File: src/rtl/intc_prio_pkg.sv
// Shared types and helpers for the intc_prio priority interrupt controller.
// The level-sensitive build option is selected by the INTC_LEVEL_EN macro.
package intc_pkg;

  localparam int INTC_N = 8;

  typedef enum logic [1:0] {
    ST_RUN   = 2'd0,
    ST_ENTER = 2'd1,
    ST_EXIT  = 2'd2
  } state_e;

  // One-hot of the most significant set bit; zero in, zero out.
  function automatic logic [INTC_N-1:0] msb_onehot(input logic [INTC_N-1:0] v);
    // NOTE: blocking assignments inside a function; later (higher) bits overwrite earlier ones.
    msb_onehot = '0;
    for (int i = 0; i < INTC_N; i++) begin
      if (v[i]) begin
        msb_onehot    = '0;
        msb_onehot[i] = 1'b1;
      end
    end
  endfunction

endpackage

File: src/rtl/intc_prio_if.sv
// Request/acknowledge bundle between the interrupt controller and the control unit.
interface intc_prio_if;
  import intc_pkg::*;

  logic [INTC_N-1:0] irq;
  logic              mask_we;
  logic [INTC_N-1:0] mask_d;
  logic [INTC_N-1:0] s_calli;
  logic [INTC_N-1:0] s_reti;
  logic [INTC_N-1:0] max_bit_s;
  logic [INTC_N-1:0] max_bit_a;
  logic [INTC_N-1:0] mask_q;
  logic [INTC_N-1:0] pend_q;

  modport master (
    output irq, mask_we, mask_d, s_calli, s_reti,
    input  max_bit_s, max_bit_a, mask_q, pend_q
  );

  modport slave (
    input  irq, mask_we, mask_d, s_calli, s_reti,
    output max_bit_s, max_bit_a, mask_q, pend_q
  );

endinterface

File: src/rtl/intc_prio_sync.sv
// Multi-stage synchroniser for the raw irq lines plus a rising-edge detector
// on the synchronised level.
module intc_sync
  import intc_pkg::*;
#(
  parameter int SYNC_STAGES = 2
) (
  input  logic              clk,
  input  logic              reset,
  input  logic [INTC_N-1:0] irq,
  output logic [INTC_N-1:0] lvl,
  output logic [INTC_N-1:0] rise
);

  // chain[0] samples the raw line; chain[SYNC_STAGES-1] is the safe level.
  logic [SYNC_STAGES-1:0][INTC_N-1:0] chain;
  logic [INTC_N-1:0]                  prev;

  always_ff @(posedge clk or posedge reset) begin
    if (reset) begin
      chain <= '0;
      prev  <= '0;
    end else begin
      // NOTE: non-blocking so every stage samples the value from before this edge.
      chain <= {chain[SYNC_STAGES-2:0], irq};
      prev  <= chain[SYNC_STAGES-1];
    end
  end

  assign lvl  = chain[SYNC_STAGES-1];
  assign rise = lvl & ~prev;

endmodule

File: src/rtl/intc_prio.sv
// 8-source priority interrupt controller: pending/in-service/mask registers,
// hold-off FSM and one-hot arbitration. Define INTC_LEVEL_EN for level-sensitive sources.
module intc_prio
  import intc_pkg::*;
#(
  parameter int SYNC_STAGES = 2,
  parameter int HOLDOFF     = 1
) (
  input logic        clk,
  input logic        reset,
  intc_prio_if.slave bus
);

  localparam logic [1:0] CNT_LOAD = 2'(HOLDOFF - 1);

  logic [INTC_N-1:0] lvl;
  logic [INTC_N-1:0] rise;
  logic [INTC_N-1:0] pend;
  logic [INTC_N-1:0] isr;
  logic [INTC_N-1:0] mask;
  logic [INTC_N-1:0] cand;
  logic [INTC_N-1:0] act;
  logic [INTC_N-1:0] max_s;
  state_e            state, state_nx;
  logic [1:0]        cnt, cnt_nx;

  intc_sync #(.SYNC_STAGES(SYNC_STAGES)) u_sync (
    .clk   (clk),
    .reset (reset),
    .irq   (bus.irq),
    .lvl   (lvl),
    .rise  (rise)
  );

  always_ff @(posedge clk or posedge reset) begin
    if (reset) begin
      pend <= '0;
      isr  <= '0;
      mask <= '0;
    end else begin
`ifdef INTC_LEVEL_EN
      pend <= lvl;
`else
      // A fresh edge wins over an acknowledge of the same source.
      pend <= rise | (pend & ~bus.s_calli);
`endif
      isr <= (isr & ~bus.s_reti) | bus.s_calli;
      if (bus.mask_we) mask <= bus.mask_d;
    end
  end

`ifdef INTC_LEVEL_EN
  logic unused_rise;
  assign unused_rise = ^rise;
`else
  logic unused_lvl;
  assign unused_lvl = ^lvl;
`endif

  always_ff @(posedge clk or posedge reset) begin
    if (reset) begin
      state <= ST_RUN;
      cnt   <= '0;
    end else begin
      state <= state_nx;
      cnt   <= cnt_nx;
    end
  end

  assign cand = msb_onehot(pend & mask);
  assign act  = msb_onehot(isr);

  always_comb begin
    // NOTE: defaults first so no path leaves a variable unassigned (no latch).
    state_nx = state;
    cnt_nx   = cnt;
    max_s    = act;
    // Any calli/reti restarts the hold-off, whatever the current state.
    if (bus.s_calli != '0) begin
      state_nx = ST_ENTER;
      cnt_nx   = CNT_LOAD;
    end else if (bus.s_reti != '0) begin
      state_nx = ST_EXIT;
      cnt_nx   = CNT_LOAD;
    end else if (state != ST_RUN) begin
      if (cnt == 2'd0) state_nx = ST_RUN;
      else             cnt_nx   = cnt - 2'd1;
    end
    // Only a strictly higher request may preempt, and never during hold-off.
    if (state == ST_RUN && cand > act) max_s = cand;
  end

  assign bus.max_bit_s = max_s;
  assign bus.max_bit_a = act;
  assign bus.mask_q    = mask;
  assign bus.pend_q    = pend;

endmodule

File: src/flat_wrapper.sv
// flat-port wrapper written by rule: the top's interface ports become plain ports
module intc_prio_flat import intc_pkg::*;
#(
  parameter int SYNC_STAGES = 2,
  parameter int HOLDOFF     = 1
)
  (clk, reset, bus_irq, bus_mask_we, bus_mask_d, bus_s_calli, bus_s_reti, bus_max_bit_s, bus_max_bit_a, bus_mask_q, bus_pend_q);
  intc_prio_if bus_i ();
  input logic clk;
  input logic reset;
  input wire logic [$bits(bus_i.irq)-1:0] bus_irq;
  input wire logic [$bits(bus_i.mask_we)-1:0] bus_mask_we;
  input wire logic [$bits(bus_i.mask_d)-1:0] bus_mask_d;
  input wire logic [$bits(bus_i.s_calli)-1:0] bus_s_calli;
  input wire logic [$bits(bus_i.s_reti)-1:0] bus_s_reti;
  output wire logic [$bits(bus_i.max_bit_s)-1:0] bus_max_bit_s;
  output wire logic [$bits(bus_i.max_bit_a)-1:0] bus_max_bit_a;
  output wire logic [$bits(bus_i.mask_q)-1:0] bus_mask_q;
  output wire logic [$bits(bus_i.pend_q)-1:0] bus_pend_q;
  assign bus_i.irq = bus_irq;
  assign bus_i.mask_we = bus_mask_we;
  assign bus_i.mask_d = bus_mask_d;
  assign bus_i.s_calli = bus_s_calli;
  assign bus_i.s_reti = bus_s_reti;
  assign bus_max_bit_s = bus_i.max_bit_s;
  assign bus_max_bit_a = bus_i.max_bit_a;
  assign bus_mask_q = bus_i.mask_q;
  assign bus_pend_q = bus_i.pend_q;
  intc_prio #(.SYNC_STAGES(SYNC_STAGES), .HOLDOFF(HOLDOFF)) u_core (.clk(clk), .reset(reset), .bus(bus_i));
endmodule
File: config.mk
export PLATFORM = sky130hd
export DESIGN_NAME = intc_prio_flat
export DESIGN_NICKNAME = d
export VERILOG_FILES = /design/src/rtl/intc_prio_pkg.sv /design/src/rtl/intc_prio_if.sv /design/src/rtl/intc_prio_sync.sv /design/src/rtl/intc_prio.sv /design/src/flat_wrapper.sv
export SDC_FILE = /design/constraint.sdc
export NUM_CORES = 1
export LEC_CHECK = 0
export CAP_MARGIN = 20
export CORE_MARGIN = 2
export CORE_UTILIZATION = 40
export CTS_CLUSTER_DIAMETER = 30
export CTS_CLUSTER_SIZE = 20
export DETAILED_ROUTE_END_ITERATION = 12
export HOLD_SLACK_MARGIN = 0.02
export PLACE_DENSITY = 0.7
export SYNTH_ARGS = -nofsm -noshare
export SYNTH_HDL_FRONTEND = slang
export SYNTH_SLANG_ARGS = --single-unit
File: constraint.sdc
create_clock -name clk -period 5.05 [get_ports clk]
set_input_delay 1.2625 -clock clk [delete_from_list [all_inputs] [get_ports clk]]
set_output_delay 1.2625 -clock clk [all_outputs]
set_load 0.02 [all_outputs]
Word level (Yosys, flattened, before mapping)
Cells that the tools add are included.
{ "totals": {"regBits": 52, "latchBits": 0, "ram_bits": 0, "rom_bits": 0, "inputBits": 35, "word_cells": 55, "memories": 0} }
{ "classes": {"add_sub_neg": 1, "n_mul": 0, "div_mod_pow": 0, "order_cmp": 1, "eq_ne": 1, "shift": 0, "n_mux": 25, "bitwise": 9, "n_reduce_logical": 10} }
{ "ops": {"columns": ["cell", "count"], "rows": [
  ["8-bit AND", 4],
  ["8-bit two-way mux", 3],
  ["8-bit inverter", 3],
  ["2-bit two-way mux", 10],
  ["8-bit OR", 2],
  ["8-bit nonzero test", 2],
  ["7-bit two-way mux", 2],
  ["6-bit two-way mux", 2],
  ["5-bit two-way mux", 2],
  ["8-bit > comparator", 1],
  ["4-bit two-way mux", 2],
  ["3-bit two-way mux", 2],
  ["3-bit nonzero test", 2],
  ["2-bit zero test", 2],
  ["2-bit AND reduction", 2],
  ["3-bit by 1-bit != test with 1-bit output, second input constant", 1],
  ["1-bit two-way mux", 2],
  ["2-bit nonzero test", 1],
  ["2-bit by 1-bit subtractor with 2-bit output, second input constant", 1],
  ["1-bit logical AND", 1]
]} }

Depth between registers and ports, before layout
Gate-level depths: netlist of the first run.
{ "depth": {"depth_word": 12, "mapped_depth": 11, "depth_no_buf": 11} }

Hierarchy
A second synthesis of the first run with hierarchy kept.
{ "unflattened": {"cells_unflattened": 196, "area_unflattened_um2": 2307.2} }
{ "by_module_without_submodules": {"columns": ["module", "n_inst", "cells_each", "area_per_inst_um2", "seq_area_each_um2"], "rows": [
  ["intc_prio", 1, 155, 1532.7, 700.7],
  ["intc_sync", 1, 41, 774.5, 600.6]
]} }

Worst setup path after synthesis of the first run
Ideal clock, no wire load.
{ "synth_path": {"kind": "reg-to-output", "startpoint": "reg u_core.pend[7] (netlist: u_core.bus.pend_q[7])", "endpoint": "out bus_max_bit_s[7]", "arrival_ps": 2665, "path_slack_ps": 1123, "stages_incl_launch_ff": 11, "path_cell_list": "dfrtp_1 -> a222oi_1 -> a21boi_2 -> nand2_2 -> nor3b_2 -> ha_1 -> nor2b_1 -> o211ai_1 -> a211oi_1 -> nor2_2 -> mux2i_1"} }
{ "synth_via": {"elab_chain_cells": 5} }
{ "synth_lines": {"columns": ["item", "line", "source"], "rows": [
  ["start: declaration", "intc_prio.sv:18", "logic [INTC_N-1:0] pend;"],
  ["start signal: assignment", "intc_prio.sv:45", "pend <= rise | (pend & ~bus.s_calli);"],
  ["8-bit AND (*)", "intc_prio.sv:70", "assign cand = msb_onehot(pend & mask);"],
  ["8-bit two-way mux (*)", "intc_prio_pkg.sv:18", "if (v[i]) begin"],
  ["8-bit > comparator", "intc_prio.sv:90", "if (state == ST_RUN && cand > act) max_s = cand;"],
  ["1-bit logical AND", "intc_prio.sv:90", null],
  ["8-bit two-way mux (*)", "intc_prio.sv:90", null],
  ["end: declaration", "flat_wrapper.sv:16", "output wire logic [$bits(bus_i.max_bit_s)-1:0] bus_max_bit_s;"]
]} }
Every way passes the cells marked *; elsewhere a longest branch is shown, timed or not.

Worst setup path in the final report of the first run
{ "layout_path": {"startpoint": "reg u_core.pend[7] (netlist: u_core.bus.pend_q[7])", "endpoint": "out bus_max_bit_s[6]"} }
The elaborated chain is that of the path after synthesis.

==> impl_metrics.toml, run 1 <==
[run_status]
status = "complete, no violations"

[global_route]
grt_pass1_vias = 1612
grt_pass1_wl_microns = 7470
grt_max_degree = 53
gr-total-overflow = 0
antenna_found_initial = 0
grt_usage_pct = 16.0

[finish]
drive_above_1_share_pct = 11.1
antenna_cells = 0
finalNetCount = 305
final_util_pct = 59.7
syn_to_final_growth_pct = 41.5

[synthesis]
synth.area.top_cells = "dfrtp_1, inv_1, mux2_2"
ys_top_cells_by_count = "dfrtp_1, inv_1, nand2_1"
yosys.area.top_type = "dfrtp_1"
synth_top_family_by_area = "simple AND/OR/NAND/NOR gates"
synth_edf_count = 0
synth_xor_area_share_pct = 0.401
synth_cell_types = 35
synth_nets = 232
synth.most_common_cell = "dfrtp_1"
synthMuxAreaShare_pct = 8.19
syn_area_sq_um = 2180
synth_cells = 188
synth_simple_gate_area_share_pct = 10.8
ys.flop_type = "dfrtp_1"
synthArstFlopShare_pct = 100
synth_compound_area_share_pct = 9.17
synth_seq_cells = 52
synth_fa_ha_area_share_pct = 5.16
avgSynthCellArea_sq_um = 11.6
ys_warn_count = 0
synth_top_area_share_pct = 59.6
yosysSeqAreaShare_pct = 59.6

[route]
first_pass_iters = 4
avgRoutedWirePerCell_microns = 13.4
drtAntennaViolNets = 0
route.detailed.drc = 0
vias = 1585
routed_wl_microns = 4460
drtIter0Drc = 41
via_per_inst = 4.77

[timing]
fin_worst_skew_ns = 0.00756
tightest_slew_ns = 0.611
final.period_utilization_pct = 94.0
rsz0062_at_grt = "false"
hold_viol_final = 0
postLayoutSetupSlackWorst_ns = 0.303
max_slew_margin_pct = 59.2
final.setup.tns_ns = 0
setup_violations = 0
fin_crit_ns = 4.75
max_freq_mhz = 211
final_max_slew_viol_count = 0

[clock_tree]
cts_tree = "built"
cts_buffer_depth = 2
clkSinkCount = 52
root_buffer = "clkbuf_8"
h-tree-depth = 2
cts_made_buffers = 5
clk_pin_slew_worst_paths_ns = 0.09
clk-insertion-delay-late_ns = 0.30
cts_resized = 0

[critical_path]
critical_path.max_fanout = 8
cp.arrival_ns = 3.48
reg2regPathDepth = 5
cp.required_ns = 3.79
r2r-end = "u_core.cnt[1]"
r2r-start = "u_core.cnt[0]"
worstSetupStartpointType = "flip-flop"
crit_type = "flip-flop to output pin"
r2r_slack_ns = 3.86
end_kind = "output pin"

[die]
num_rows = 26
core_region_area_sq_um = 5170
die_x_microns = 77.9
die-area_sq_um = 6070
start_util_pct = 42.2
io-pin-count = 67
die_height_microns = 77.9

[place]
gp_congestion = 0.824
io_buffers = 66
dp_hpwl_microns = 3540
dp_slack_ns = 0.532

[min_path]
holdPathEnd = "u_core.u_sync.lvl[7]"
hold_path.class = "flip-flop to flip-flop"
hp-start = "u_core.u_sync.chain[7]"
hold_depth = 0

[power_and_ir_drop]
power_density_nw_per_um2 = 291
power.total_uw = 900
peakVddDrop_mv = 0.237
p_leak_nw = 1.45

[flow_run]
cap_violations = 0
## flip-flops by register name, indices dropped and copies added, names as in the netlist
| signal | count |
|---|---|
| u_core.isr | 8 |
| u_core.u_sync.prev | 8 |
| u_core.u_sync.chain | 8 |
| u_core.bus.pend_q | 8 |
| u_core.u_sync.lvl | 8 |
| u_core.state | 2 |
| u_core.bus.mask_q | 8 |
| u_core.cnt | 2 |
## per-layer routing
layer	vias to the layer above	part of all wire (%)	track usage, %	wire length, microns
met3	10	4.5	3.84	200
met2	45	49	26.4	2200
li1	778	-	-	-
met1	752	44	20.1	1950
met4	0	2.6	6.79	114
met5	-	0	0	0
## through the flow
stage | std cells | hold slack [ns] | cell area (sq um)
finish | 332 | 0.353 | 3090
global route | 332 | 0.364 | 3090
CTS | 330 | 0.357 | 3040
detailed placement | 322 | 0.336 | 2920
global placement | 322 | 0.332 | 2920
floorplan | 188 | 0.331 | 2180
## layout make-up
| class | instances | area [sq um] |
|---|---|---|
| timing repair buffer | 68 | 708 |
| multi-input combinational | 98 | 736 |
| sequential | 52 | 1300 |
| inverter | 36 | 135 |
| clock buffer | 6 | 82.6 |
| fill | 430 | 2080 |
| clock inverter | 2 | 38.8 |
| tap | 70 | 87.6 |
## placed cells by master (no fill, tap or decap), types with 3 or more instances in the layout
master,count
dfrtp_1,52
o22ai_1,8
inv_1,35
mux2_1,3
nor2_1,11
clkbuf_8,6
nand4_1,4
a21oi_1,3
nand2_1,13
nor4_1,4
clkdlybuf4s50_1,66
a21o_1,8
ha_1,9
mux2_2,12
## power by group
part / switching (mW) / internal (mW) / leakage, nW / total, mW
sequential: 0.0200 / 0.442 / 0.607 / 0.462
clock: 0.127 / 0.162 / 0.0614 / 0.289
combinational: 0.0697 / 0.0783 / 0.782 / 0.148
## how the worst max path moves through the flow
stage          slack [ns]                 start          endpoint
2_1_floorplan        1.12  u_core.bus.pend_q[7]  bus_max_bit_s[7]
3_3_place_gp         0.62  u_core.bus.pend_q[7]  bus_max_bit_s[5]
3_5_place_dp         0.53  u_core.bus.pend_q[7]  bus_max_bit_s[6]
4_1_cts              0.19  u_core.bus.pend_q[7]  bus_max_bit_s[6]
5_1_grt              0.04  u_core.bus.pend_q[7]  bus_max_bit_s[6]
6_report             0.30  u_core.bus.pend_q[7]  bus_max_bit_s[6]
## timing repair
item,4_1_cts,5_1_grt
endpoints found under the hold margin,0,0
setup endpoints to repair,0,8
buffers inserted,0,1
hold buffers,0,0
## logic make-up (layout without fill, tap and decap cells)
logic type,after synthesis,after routing
compound gates,28,28
xor+xnor,1,1
fa+ha+maj,9,9
buf+inv,38,112
flops,52,52
mux,16,16
simple gates,44,44
## critical path, stage by stage (launching register included)
cell and delay [ns]:
dfrtp_1 0.42, a222oi_1 0.37, a21boi_2 0.25, nand2_2 0.09, nor3b_2 0.23, ha_1 0.27
nor2b_1 0.13, o211ai_1 0.15, a211oi_1 0.10, nor2_2 0.16, buf_12 0.14, mux2_2 0.32
clkdlybuf4s50_1 0.53
Note: power is estimated with default switching activity, not from simulation.
==> run 2: changes to the inputs <==
--- a/config.mk
+++ b/config.mk
@@ -5,7 +5,7 @@
 export SDC_FILE = /design/constraint.sdc
 export NUM_CORES = 1
 export LEC_CHECK = 0
-export CAP_MARGIN = 20
+export CAP_MARGIN = 10
 export CORE_MARGIN = 2
 export CORE_UTILIZATION = 40
 export CTS_CLUSTER_DIAMETER = 30
@@ -13,6 +13,7 @@
 export DETAILED_ROUTE_END_ITERATION = 12
 export HOLD_SLACK_MARGIN = 0.02
 export PLACE_DENSITY = 0.7
+export RECOVER_POWER = 25
 export SYNTH_ARGS = -nofsm -noshare
 export SYNTH_HDL_FRONTEND = slang
 export SYNTH_SLANG_ARGS = --single-unit
==> run 2 against run 1 <==
First-iteration DRC count is 68% higher. Sequential power hardly changed. Via count is 0.63% lower. Non-clock buffer count is 1 lower. Clock skew is 0.0021 ns lower. Die area stayed put. Clock-buffer cell count stayed put. Critical path depth stayed put. Core utilization is 0.53 points lower. Total power is 0.68% lower. Sequential share of layout area is 0.38 points higher.
==> impl_metrics.toml, run 2 (synthesis gave the netlist of run 1 again) <==
[finish]
drive_above_1_share_pct = 10.7
final_cell_mix = "dfrtp_1, clkdlybuf4s50_1, inv_1"
multi_input_area_sq_um = 736
nFillCells = 432
regArea_sq_um = 1300
antenna_cells = 0
design_area_sq_um = 3060
finalNetCount = 304
layout_commonest_cell = "dfrtp_1"
syn_to_final_growth_pct = 40.2
instances_no_fill = 331

[route]
via_per_inst = 4.76
route.detailed.drc = 0
first_pass_iters = 4
vias = 1575
routed_wl_microns = 4420
drtIter0Drc = 69
avgRoutedWirePerCell_microns = 13.4
drtAntennaViolNets = 0

[timing]
tightest_slew_ns = 1.03
hold_viol_final = 0
fin_worst_skew_ns = 0.00548
rsz0062_at_grt = "false"
max_freq_mhz = 210
max_slew_margin_pct = 31.1
final.period_utilization_pct = 94.1
final_max_slew_viol_count = 0
fin_crit_ns = 4.75
setup_violations = 0
postLayoutSetupSlackWorst_ns = 0.298
whs_ns = 0.354
final.setup.tns_ns = 0

[clock_tree]
cts_buffer_depth = 2
root_buffer = "clkbuf_8"
clk-insertion-delay-late_ns = 0.30
cts_resized = 0
h-tree-depth = 2
postCtsSetupRepairBufs = 0
clkSinkCount = 52
clk_pin_slew_worst_paths_ns = 0.09
cts_tree = "built"
cts_made_buffers = 5
ctsHoldBuffers = 0

[die]
io-pin-count = 67
num_rows = 26
die-area_sq_um = 6070
start_util_pct = 42.2
die_x_microns = 77.9
die_height_microns = 77.9
core_region_area_sq_um = 5170

[critical_path]
critPathMaxStageDelay_ns = 0.53
worstSetupStartpointType = "flip-flop"
critPathTopFamily = "compound AO/OA/AOI/OAI gates"
cp_cell_sequence = "a222oi_1 -> a21boi_2 -> nand2_2 -> nor3b_2 -> ha_1 -> nor2b_1 -> o211ai_1 -> a211oi_1 -> nor2_2 -> buf_12 -> mux2_2 -> clkdlybuf4s50_1"
critPathSlowestCell = "clkdlybuf4s50_1"
path_buf_inv = 2
critical_path.max_fanout = 8
cp.arrival_ns = 3.49
end_kind = "output pin"
crit_type = "flip-flop to output pin"
cp.required_ns = 3.79

[run_status]
status = "complete, no violations"

[place]
io_buffers = 66
place_area_sq_um = 2920
dp_hpwl_microns = 3540
dp.cells = 322
gp_congestion = 0.824
dp_slack_ns = 0.532

[min_path]
hold_path.class = "flip-flop to flip-flop"

[global_route]
antenna_found_initial = 0
grt_usage_pct = 16.0
grt_max_degree = 53
grt_pass1_wl_microns = 7470
use_met1_pct = 20.1
grt_use_met2_pct = 26.4
gr-total-overflow = 0
top_usage_layer = "met2"
grt_pass1_vias = 1612
met3_usage_pct = 3.84

[power_and_ir_drop]
peakVddDrop_mv = 0.226
power_density_nw_per_um2 = 292
p_leak_nw = 1.44

[flow_run]
cap_violations = 0
## run 2: changes by cell type in the layout (fill, tap and decap cells not counted)
| cell | before | now |
|---|---|---|
| clkdlybuf4s50_1 | 66 | 50 |
| dlygate4sd3_1 | 0 | 16 |
| buf_16 | 1 | 0 |
## run 2: power by group
group          internal [mW]  switching [mW]  total [mW]
logic                 0.0736          0.0690       0.143
registers              0.442          0.0199       0.462
clock network          0.162           0.127       0.289
## run 2: layout make-up
cell class / count / share of cell area [%]
Clock buffer: 6 / 2.70
Clock inverter: 2 / 1.27
Inverter: 36 / 4.41
Multi-Input combinational cell: 98 / 24.0
Sequential cell: 52 / 42.5
Tap cell: 70 / 2.86
Timing Repair Buffer: 67 / 22.2
## run 2: through the flow
| stage | util, % | power, mW |
|---|---|---|
| floorplan | - | 0.539 |
| global placement | 56.5 | 0.615 |
| detailed placement | 56.5 | 0.617 |
| CTS | 58.8 | 0.907 |
| global route | 59.2 | 0.939 |
| finish | 59.2 | 0.893 |
## run 2: per-layer routing
metal	share of wire, %	vias to the layer above	wire [microns]
li1	-	772	-
met1	44	748	1950
met2	49	45	2150
met3	4.7	10	206
met4	2.6	0	114
met5	0	-	0
## run 2: worst reg2reg max path: stages, from the launching register on
cell and delay [ns]:
dfrtp_1 0.37, inv_1 0.05, ha_1 0.20, nor2_1 0.22
nor2_1 0.06, a211oi_1 0.21
## run 2: worst paths after layout
kind | depth (start not counted) | to | startpoint | slack, ns
worst max-delay path | 12 | bus_max_bit_s[6] | u_core.bus.pend_q[7] | 0.30
worst min-delay path | 0 | u_core.u_sync.lvl[7] | u_core.u_sync.chain[7] | 0.35
worst max register to register | 5 | u_core.cnt[1] | u_core.cnt[0] | 3.85
worst min register to register | 0 | u_core.u_sync.lvl[7] | u_core.u_sync.chain[7] | 0.35
max in group asynchronous | 2 | u_core.bus.mask_q[0] | reset | 2.88
min in group asynchronous | 2 | u_core.u_sync.prev[6] | reset | 1.52
==> run 3: changes to the inputs <==
--- a/config.mk
+++ b/config.mk
@@ -13,7 +13,8 @@
 export DETAILED_ROUTE_END_ITERATION = 12
 export HOLD_SLACK_MARGIN = 0.02
 export PLACE_DENSITY = 0.7
-export RECOVER_POWER = 25
+export RECOVER_POWER = 50
+export SLEW_MARGIN = 5
 export SYNTH_ARGS = -nofsm -noshare
 export SYNTH_HDL_FRONTEND = slang
 export SYNTH_SLANG_ARGS = --single-unit
==> run 3 against run 2 <==
The run now ends with capacitance limit, slew limit left. Largest cell class unchanged. Critical endpoint unchanged. Routed wire length increased by 0.32%. Non-clock buffer count unchanged. Via count about the same. Highest routed layer unchanged. Worst setup slack got worse by 0.0033 ns. Global-route usage unchanged. Critical path type unchanged. Clock skew increased by 0.0021 ns.
==> impl_metrics.toml, run 3 (synthesis gave the netlist of run 1 again) <==
[run_status]
status = "complete, but fails checks"
failed_checks = "capacitance limit, slew limit"

[route]
first_pass_iters = 4
drtIter0Drc = 69
route.detailed.drc = 0
routed_wl_microns = 4440
vias = 1574
avgRoutedWirePerCell_microns = 13.4
drtAntennaViolNets = 0
via_per_inst = 4.76

[finish]
final_cell_mix = "dfrtp_1, clkdlybuf4s50_1, inv_1"
syn_to_final_growth_pct = 40.2
finalNetCount = 304
layout_commonest_cell = "dfrtp_1"
antenna_cells = 0
drive_above_1_share_pct = 10.3
design_area_sq_um = 3060
final_util_pct = 59.2
instances_no_fill = 331

[critical_path]
cp.required_ns = 3.79
r2r_slack_ns = 3.85
r2r-end = "u_core.cnt[1]"
critPathSlowestCell = "clkdlybuf4s50_1"
reg2regPathDepth = 5
critical_path.max_fanout = 8
worstSetupStartpointType = "flip-flop"
critPathTopFamily = "compound AO/OA/AOI/OAI gates"
path_buf_inv = 2
r2r-start = "u_core.cnt[0]"
cp_cell_sequence = "a222oi_1 -> a21boi_2 -> nand2_2 -> nor3b_2 -> ha_1 -> nor2b_1 -> o211ai_1 -> a211oi_1 -> nor2_2 -> buf_12 -> mux2_2 -> clkdlybuf4s50_1"
critPathMaxStageDelay_ns = 0.54
crit_type = "flip-flop to output pin"
cp.arrival_ns = 3.49
end_kind = "output pin"

[min_path]
hp-start = "u_core.u_sync.chain[7]"
hold_path.class = "flip-flop to flip-flop"
holdPathEnd = "u_core.u_sync.lvl[7]"
hold_depth = 0

[timing]
setup_violations = 0
rsz0062_at_grt = "false"
max_slew_margin_pct = -25.3
max_freq_mhz = 210
whs_ns = 0.353
final.period_utilization_pct = 94.2
fin_worst_skew_ns = 0.00762
tightest_slew_ns = 1.88
postLayoutSetupSlackWorst_ns = 0.295
hold_viol_final = 0
final_max_slew_viol_count = 53
final.setup.tns_ns = 0
fin_crit_ns = 4.76

[place]
dp.cells = 322
dp_hpwl_microns = 3540
dp_slack_ns = 0.532
io_buffers = 66
place_area_sq_um = 2920
gp_congestion = 0.824

[global_route]
grt_max_degree = 53
grt_pass1_vias = 1612
gr-total-overflow = 0
grt_pass1_wl_microns = 7470
antenna_found_initial = 0
grt_usage_pct = 16.0

[power_and_ir_drop]
peakVddDrop_mv = 0.227
p_leak_nw = 1.44
power.total_uw = 894
power_density_nw_per_um2 = 292

[clock_tree]
clkSinkCount = 52
clk_pin_slew_worst_paths_ns = 0.09
cts_made_buffers = 5
cts_tree = "built"
h-tree-depth = 2
cts_buffer_depth = 2
root_buffer = "clkbuf_8"
clk-insertion-delay-late_ns = 0.30

[die]
io-pin-count = 67
core_region_area_sq_um = 5170
num_rows = 26
die_x_microns = 77.9
die-area_sq_um = 6070
start_util_pct = 42.2
die_height_microns = 77.9

[flow_run]
cap_violations = 1
## run 3: metal layers
metal	vias up	part of all wire [%]	GRT usage, %
met4	0	2.6	6.79
met2	41	49	26.4
met5	-	0	0
li1	772	-	-
met3	10	4.2	3.84
met1	751	44	20.1
## run 3: final cells by class
type,count,area (sq um)
fill,432,2110
multi-input combinational,98,736
clock buffer,6,82.6
tap,70,87.6
clock inverter,2,38.8
sequential,52,1300
timing repair buffer,67,681
inverter,36,135
## run 3: power breakdown
group | switching [mW] | internal, mW | leakage (nW) | total, mW
Clock | 0.128 | 0.162 | 0.0614 | 0.290
Combinational | 0.0690 | 0.0731 | 0.776 | 0.142
Sequential | 0.0200 | 0.442 | 0.607 | 0.462
Total | 0.217 | 0.677 | 1.44 | 0.894
## run 3: worst reg2reg max path, cell delays in order, from the launching register on
cell	delay (ns)
dfrtp_1	0.37
inv_1	0.05
ha_1	0.20
nor2_1	0.22
nor2_1	0.06
a211oi_1	0.21
## run 3: worst max-delay path by stage
stage                          from  cells after the start                to
2_1_floorplan  u_core.bus.pend_q[7]                     10  bus_max_bit_s[7]
3_3_place_gp   u_core.bus.pend_q[7]                     11  bus_max_bit_s[5]
3_5_place_dp   u_core.bus.pend_q[7]                     11  bus_max_bit_s[6]
4_1_cts        u_core.bus.pend_q[7]                     11  bus_max_bit_s[6]
5_1_grt        u_core.bus.pend_q[7]                     12  bus_max_bit_s[6]
6_report       u_core.bus.pend_q[7]                     12  bus_max_bit_s[6]
## run 3: timing repair
action	CTS	global route
setup endpoints to repair	0	8
buffers inserted	0	1
hold buffers	0	0
gates resized for setup	0	0
